**config.mk**
```make
export PLATFORM = sky130hd
export DESIGN_NAME = lcd_bus_arbiter
export DESIGN_NICKNAME = d
export VERILOG_FILES = /design/src/rtl/lcd_pkg.sv /design/src/rtl/lcd_rr_arb2.sv /design/src/rtl/lcd_bus_arbiter.sv
export SDC_FILE = /design/constraint.sdc
export NUM_CORES = 1
export LEC_CHECK = 0
export BUFFER_PORTS_ARGS = -buffer_cell sky130_fd_sc_hd__buf_2
export CORE_ASPECT_RATIO = 0.6
export CORE_UTILIZATION = 46
export DETAILED_ROUTE_END_ITERATION = 7
export PLACE_DENSITY = 0.82
export SETUP_SLACK_MARGIN = 0.5
export SYNTH_ARGS = -nofsm -noshare
export SYNTH_HDL_FRONTEND = slang
export SYNTH_HIERARCHICAL = 1
export SYNTH_SLANG_ARGS = --single-unit
```
**constraint.sdc**
```tcl
create_clock -name clk -period 2.11 [get_ports clk]
set_clock_uncertainty 0.1 [all_clocks]
set_input_delay 0.422 -clock clk [delete_from_list [all_inputs] [get_ports clk]]
set_output_delay 0.422 -clock clk [all_outputs]
set_load 0.05 [all_outputs]
```
**src/rtl/lcd_pkg.sv**
```systemverilog
// Shared LCD bus types: nibble FSM states, HD44780 command bytes and default settle waits.
// Pure declarations; no latency or backpressure of its own.
package lcd_pkg;

   typedef enum logic [2:0] {
      IDLE,
      HI_EN,
      HI_LO,
      LO_EN,
      LO_LO,
      WAIT
   } lcd_state_t;

   localparam logic [7:0] CMD_CLEAR      = 8'h01;
   localparam logic [7:0] CMD_HOME       = 8'h02;
   localparam logic [7:0] CMD_FUNCSET_4B = 8'h28;
   localparam logic [7:0] CMD_DISPCTRL   = 8'h0C;
   localparam logic [7:0] CMD_ENTRYMODE  = 8'h06;
   localparam logic [7:0] CMD_DDRAM_ROW2 = 8'hC0;

   localparam int DEF_SHORT_WAIT = 0;
   localparam int DEF_LONG_WAIT  = 2;
   localparam int DEF_NIB_WAIT   = 5;
   localparam int WAIT_MAX       = 7;

   // Clear and home are the slow HD44780 commands that need the long settle.
   function automatic logic is_long_cmd(input logic rs, input logic [7:0] byte_val);
      return !rs && (byte_val == CMD_CLEAR || byte_val == CMD_HOME);
   endfunction

endpackage

```
**src/rtl/lcd_rr_arb2.sv**
```systemverilog
// Two-way round-robin grant: combinational grant while enabled, last winner registered.
// Grant only ever goes to a valid requester; losers simply wait.
module lcd_rr_arb2 (
   input  logic       clk,
   input  logic       reset,
   input  logic       enable,
   input  logic [1:0] valid,
   output logic [1:0] grant
);

   logic last_grant;
   logic pick;

   always_comb begin
      pick = 1'b0;
      case (valid)
         2'b10:   pick = 1'b1;
         2'b11:   pick = ~last_grant;
         default: pick = 1'b0;
      endcase
      grant = {enable & valid[1] & pick, enable & valid[0] & ~pick};
   end

   // Reset to 1 so requester 0 wins the very first contested grant.
   always_ff @(posedge clk or posedge reset) begin
      if (reset) begin
         last_grant <= 1'b1;
      end else if (|grant) begin
         last_grant <= grant[1];
      end
   end

endmodule

```
**src/rtl/lcd_bus_arbiter.sv**
```systemverilog
// Arbitrates two byte requesters onto the 4-bit LCD bus: high then low nibble with one-cycle EN pulses,
// then a settle wait; first EN one cycle after accept, requests stall (ready=0) whenever busy.
module lcd_bus_arbiter
   import lcd_pkg::*;
#(
   parameter int SHORT_WAIT = DEF_SHORT_WAIT,
   parameter int LONG_WAIT  = DEF_LONG_WAIT,
   parameter int NIB_WAIT   = DEF_NIB_WAIT
) (
   input  logic       clk,
   input  logic       reset,
   input  logic       req0_valid,
   input  logic       req0_rs,
   input  logic       req0_nib,
   input  logic [7:0] req0_data,
   output logic       req0_ready,
   input  logic       req1_valid,
   input  logic       req1_rs,
   input  logic       req1_nib,
   input  logic [7:0] req1_data,
   output logic       req1_ready,
   output logic       busy,
   output logic       en,
   output logic       rs,
   output logic [3:0] data
);

   generate
      if (SHORT_WAIT < 0 || SHORT_WAIT > WAIT_MAX ||
          LONG_WAIT  < 0 || LONG_WAIT  > WAIT_MAX ||
          NIB_WAIT   < 0 || NIB_WAIT   > WAIT_MAX) begin : g_bad_wait
         $error("lcd_bus_arbiter: wait parameters must be in 0..7");
      end
   endgenerate

   localparam logic [2:0] SHORT_W3 = 3'(SHORT_WAIT);
   localparam logic [2:0] LONG_W3  = 3'(LONG_WAIT);
   localparam logic [2:0] NIB_W3   = 3'(NIB_WAIT);

   lcd_state_t state, state_nxt;
   logic [2:0] cnt, cnt_nxt;
   logic [1:0] grant;
   logic       accept;
   logic       acc_rs, acc_nib;
   logic [7:0] acc_data;
   logic       lat_rs, lat_nib;
   logic [7:0] lat_data;

   lcd_rr_arb2 u_arb (
      .clk    (clk),
      .reset  (reset),
      .enable (state == IDLE),
      .valid  ({req1_valid, req0_valid}),
      .grant  (grant)
   );

   assign req0_ready = grant[0];
   assign req1_ready = grant[1];
   assign busy       = (state != IDLE);
   assign accept     = |grant;
   assign acc_rs     = grant[1] ? req1_rs   : req0_rs;
   assign acc_nib    = grant[1] ? req1_nib  : req0_nib;
   assign acc_data   = grant[1] ? req1_data : req0_data;

   always_comb begin
      state_nxt = state;
      cnt_nxt   = cnt;
      case (state)
         IDLE:  if (accept) state_nxt = HI_EN;
         HI_EN: state_nxt = HI_LO;
         HI_LO: begin
            if (lat_nib) begin
               state_nxt = WAIT;
               cnt_nxt   = NIB_W3;
            end else begin
               state_nxt = LO_EN;
            end
         end
         LO_EN: state_nxt = LO_LO;
         LO_LO: begin
            state_nxt = WAIT;
            cnt_nxt   = is_long_cmd(lat_rs, lat_data) ? LONG_W3 : SHORT_W3;
         end
         // A count of 0 or 1 both leave after this single cycle.
         WAIT: begin
            if (cnt <= 3'd1) begin
               state_nxt = IDLE;
               cnt_nxt   = 3'd0;
            end else begin
               cnt_nxt = cnt - 3'd1;
            end
         end
         default: state_nxt = IDLE;
      endcase
   end

   always_ff @(posedge clk or posedge reset) begin
      if (reset) begin
         state    <= IDLE;
         cnt      <= 3'd0;
         lat_rs   <= 1'b0;
         lat_nib  <= 1'b0;
         lat_data <= 8'h00;
         en       <= 1'b0;
         rs       <= 1'b0;
         data     <= 4'h0;
      end else begin
         state <= state_nxt;
         cnt   <= cnt_nxt;
         en    <= (state_nxt == HI_EN) || (state_nxt == LO_EN);
         // rs/data only move on the edge that raises en, so they hold between pulses.
         if (accept) begin
            lat_rs   <= acc_rs;
            lat_nib  <= acc_nib;
            lat_data <= acc_data;
            rs       <= acc_rs;
            data     <= acc_data[7:4];
         end
         if (state_nxt == LO_EN) begin
            data <= lat_data[3:0];
         end
      end
   end

endmodule

```
==> results by stage <==
Run status:
- The flow ran to the end, and the final reports show no timing, DRC or antenna violations.

Clocking:
- The deepest level of the CTS H-tree is 1.
- At the later pin of the worst-skew pair, clock insertion delay measures 260 ps.
- The number of clock buffers added by TritonCTS is 3.
- For this design, the CTS-stage hold fixing added 0 buffers.
- After clock tree synthesis, the clock-pin slew on the worst setup and hold paths is 80 ps.
- Counting along the longest clock path gives a buffer depth of 2.
- TritonCTS built the clock tree.
- The cell sitting at the root of the clock tree is a sky130_fd_sc_hd__clkbuf_8.
- The number of sinks handled by clock tree synthesis is 22.

Synthesis:
- For this run, the leading register cell type out of synthesis is sky130_fd_sc_hd__dfrtp_1.
- The post-synthesis area per instance is 9.409 sq um.
- The synthesized netlist occupies a cell area of 1195 sq um.
- The number of synthesized register bits is 22.
- The synthesized design contains 0 enable-type register cells.
- The share of the yosys chip area belonging to registers is 46.18%.
- The count of yosys warnings during synthesis is 6.
- After synthesis, the netlist uses 36 different library cells.
- The synthesized instance count is 127.
- Of all flip-flops after synthesis, the portion carrying an async set or reset was 100.0%.
- Synthesis produced a netlist with a net count of 153.

Place:
- The total half-perimeter wirelength after legalization and detailed placement is 2088 um.
- Routability-driven placement finished with a final weighted congestion of 0.8526.
- In this run the tool buffered the top-level ports with 32 buffer cells.
- In this run, placement finished with an instance count of 187.

Global routing:
- Global routing used 22.88% of the available tracks across all layers.
- The global-route congestion overflow total is 0.
- The first global-routing pass estimated 4857 um of wire.
- The via count of the first global-routing pass is 1060.
- Entering global routing, the biggest net connects 22 pins.
- Global routing used 30.49% of the available met1 tracks.
- The initial antenna violation count is 0.
- For met2 alone, demand over resource in global routing was 36.44%.
- The layer flagged by global routing as most heavily used is met2.
- The met3 routing resource usage after global routing is 6.868%.

STA:
- The relative max-transition margin is 68.04%.
- For the pin with the worst max-slew slack, the measured transition is 477.4 ps.
- The number of hold violations in the final report is 0.
- The smallest clock period supported by the final layout is computed as 2043 ps.
- The worst path uses 96.85% of the clock period.
- The top achievable clock speed is 489.4 MHz.
- Setup violations remaining at the end of the flow were counted as 0.
- Setup repair after global routing could not meet its margin everywhere.
- Across all hold checks on the routed design, the worst slack comes to 43.30 ps.
- The final number of max-transition violations was 0.

Routing:
- Wires add up to 2786 um.
- The first routing iteration left 85 violations.
- The pre-antenna-repair detailed-routing pass consisted of 4 iterations.
- The count of antenna-violating nets left after detailed routing is 0.
- The total number of vias is 1075.
- In the routed layout, each cell is associated on average with a via count of 5.541.
- The residual DRC count is 0.
- Dividing the detail-routed wire length by the instance count gives 14.36 um.

Die:
- The overall die width is 67.80 um.
- The core area is 2310 sq um.
- The floorplan has 13 rows.
- In this run the vertical extent of the chip is 41.48 um.
- For this configuration, the core starts out at a cell density of 51.73%.
- The die outline area is 2812 sq um.
- The number of placed I/O pins is 33.

Power:
- Across the VDD grid, the largest voltage drop is 711.9 uV.
- The static power due to leakage is 0.0007281 uW.
- Dividing total power by cell area gives a power density of 1635 nW/um^2.

Layout:
- The area growth from synthesis to final layout is 30.58%.
- The final standard cell count with taps included and fillers excluded is 194.
- Fill cells in the final layout number 195.
- The repair_antennas step left the layout with diodes totalling 0.
- The layout cell share with drive strength beyond 1 is 34.76%.
- The top cell types in the final layout, fill and taps aside, are sky130_fd_sc_hd__buf_2 (29), sky130_fd_sc_hd__dfrtp_1 (21), sky130_fd_sc_hd__inv_1 (11).
- The most frequent standard cell in the layout excluding fill and tap cells is sky130_fd_sc_hd__buf_2.
- The number of nets in the final layout is 191.

Critical path:
- STA puts the critical path data arrival time at 1520 ps.
- STA puts the critical path data required time at 1590 ps.
- The endpoint of the worst-slack reg-to-reg timing path is data[3]$_DFFE_PP0P_.
- The worst-path maximum fanout is 3.
- The critical path starts at state[2]$_DFF_PP0_.
- The worst setup path is launched from a flip-flop.
- Setup slack on the worst reg-to-reg path comes out at 140 ps.
- The worst register-to-register path begins at state[2]$_DFF_PP0_.
- By startpoint and endpoint, the worst setup path is classified as flip-flop to primary output.
- The cell depth of the worst flop-to-flop path is 8.
- The worst setup path is captured at a primary output.

Hold path:
- In this run the worst hold path is classified as input port to async pin.

Flow run:
- The number of violations of the max-capacitance limit is 0.
[what timing repair did]
item	in CTS	in global routing
pin swaps	0	1
gates resized for setup	10	2
buffers inserted	3	0
gates cloned	0	0
endpoints found under the setup margin	19	19
[kinds of logic (layout without fill, tap and decap cells)]
family | after synthesis | in the layout | synth area share [%]
xor+xnor | 1 | 1 | 0.7331
fa+ha+maj | 2 | 2 | 2.094
buf+inv | 20 | 57 | 7.538
simple gates | 37 | 37 | 17.59
mux | 7 | 7 | 5.864
flops | 22 | 22 | 46.18
compound gates | 38 | 38 | 20.00
[metal layers]
| layer | up-vias | routed length [um] |
|---|---|---|
| li1 | 515 | - |
| met5 | - | 0 |
| met2 | 34 | 1344 |
| met4 | 0 | 17 |
| met3 | 3 | 139 |
| met1 | 523 | 1285 |
[sequential cells by signal (all words and copies together) (netlist names)]
signal and count:
lat_data 8, data 4, cnt 3, state 3
en 1, lat_nib 1, lat_rs 1, u_arb/last_grant 1
[synth_stat cells, drive strengths merged (2+ instances only)]
library cell	count	area share (%)
inv	12	3.8
dfrtp	21	44
nor2	7	2.2
o21ai	13	5.4
a21oi	12	5.3
buf	6	3.0
a22o	4	2.9
ha	2	2.1
nor3	2	0.84
nand2b	5	2.6
mux2i	7	5.9
nor4	2	1.0
nand2	8	2.5
nor2b	6	3.1
clkbuf	2	0.73
[power breakdown]
group	total [uW]	switching [uW]	leakage (uW)	internal (uW)
logic	1460	858	0.000438	599
clock network	270	135	0.0000228	135
registers	825	188	0.000267	637
total	2550	1180	0.000728	1370
[per-stage QoR]
stage / power [uW] / util (%) / setup TNS (ps) / instance area, sq um / setup slack (ps)
floorplan: 1888 / - / -1717 / 1285 / -163.5
global placement: 2072 / 62.89 / 0 / 1453 / 218.4
detailed placement: 2148 / 62.89 / 0 / 1453 / 135.6
CTS: 2535 / 67.17 / 0 / 1551 / 78.18
global route: 2734 / 67.55 / 0 / 1560 / 22.29
finish: 2551 / 67.55 / 0 / 1560 / 66.54
[critical path, stage by stage (launching register included)]
cell and delay, ps:
sky130_fd_sc_hd__dfrtp_1 390, sky130_fd_sc_hd__or3_4 410, sky130_fd_sc_hd__inv_4 90, sky130_fd_sc_hd__nand2_4 60, sky130_fd_sc_hd__a21oi_4 140, sky130_fd_sc_hd__buf_6 180
[area by class of cell]
cell class | instances | area [sq um] | share of cell area, %
inverter | 12 | 47.55 | 3.047
sequential | 22 | 551.8 | 35.36
timing repair buffer | 41 | 261.5 | 16.76
tap | 30 | 37.54 | 2.406
multi-input combinational | 85 | 616.8 | 39.53
clock buffer | 4 | 45.04 | 2.887
[worst max-delay path by stage]
stage / end / cells after the start
5_1_grt: req1_ready / 5
4_1_cts: req1_ready / 5
3_3_place_gp: data[2]$_DFFE_PP0P_ / 8
2_1_floorplan: data[0]$_DFFE_PP0P_ / 9
6_report: req1_ready / 5
3_5_place_dp: en$_DFF_PP0_ / 7
Note: power is estimated with default switching activity, not from simulation.
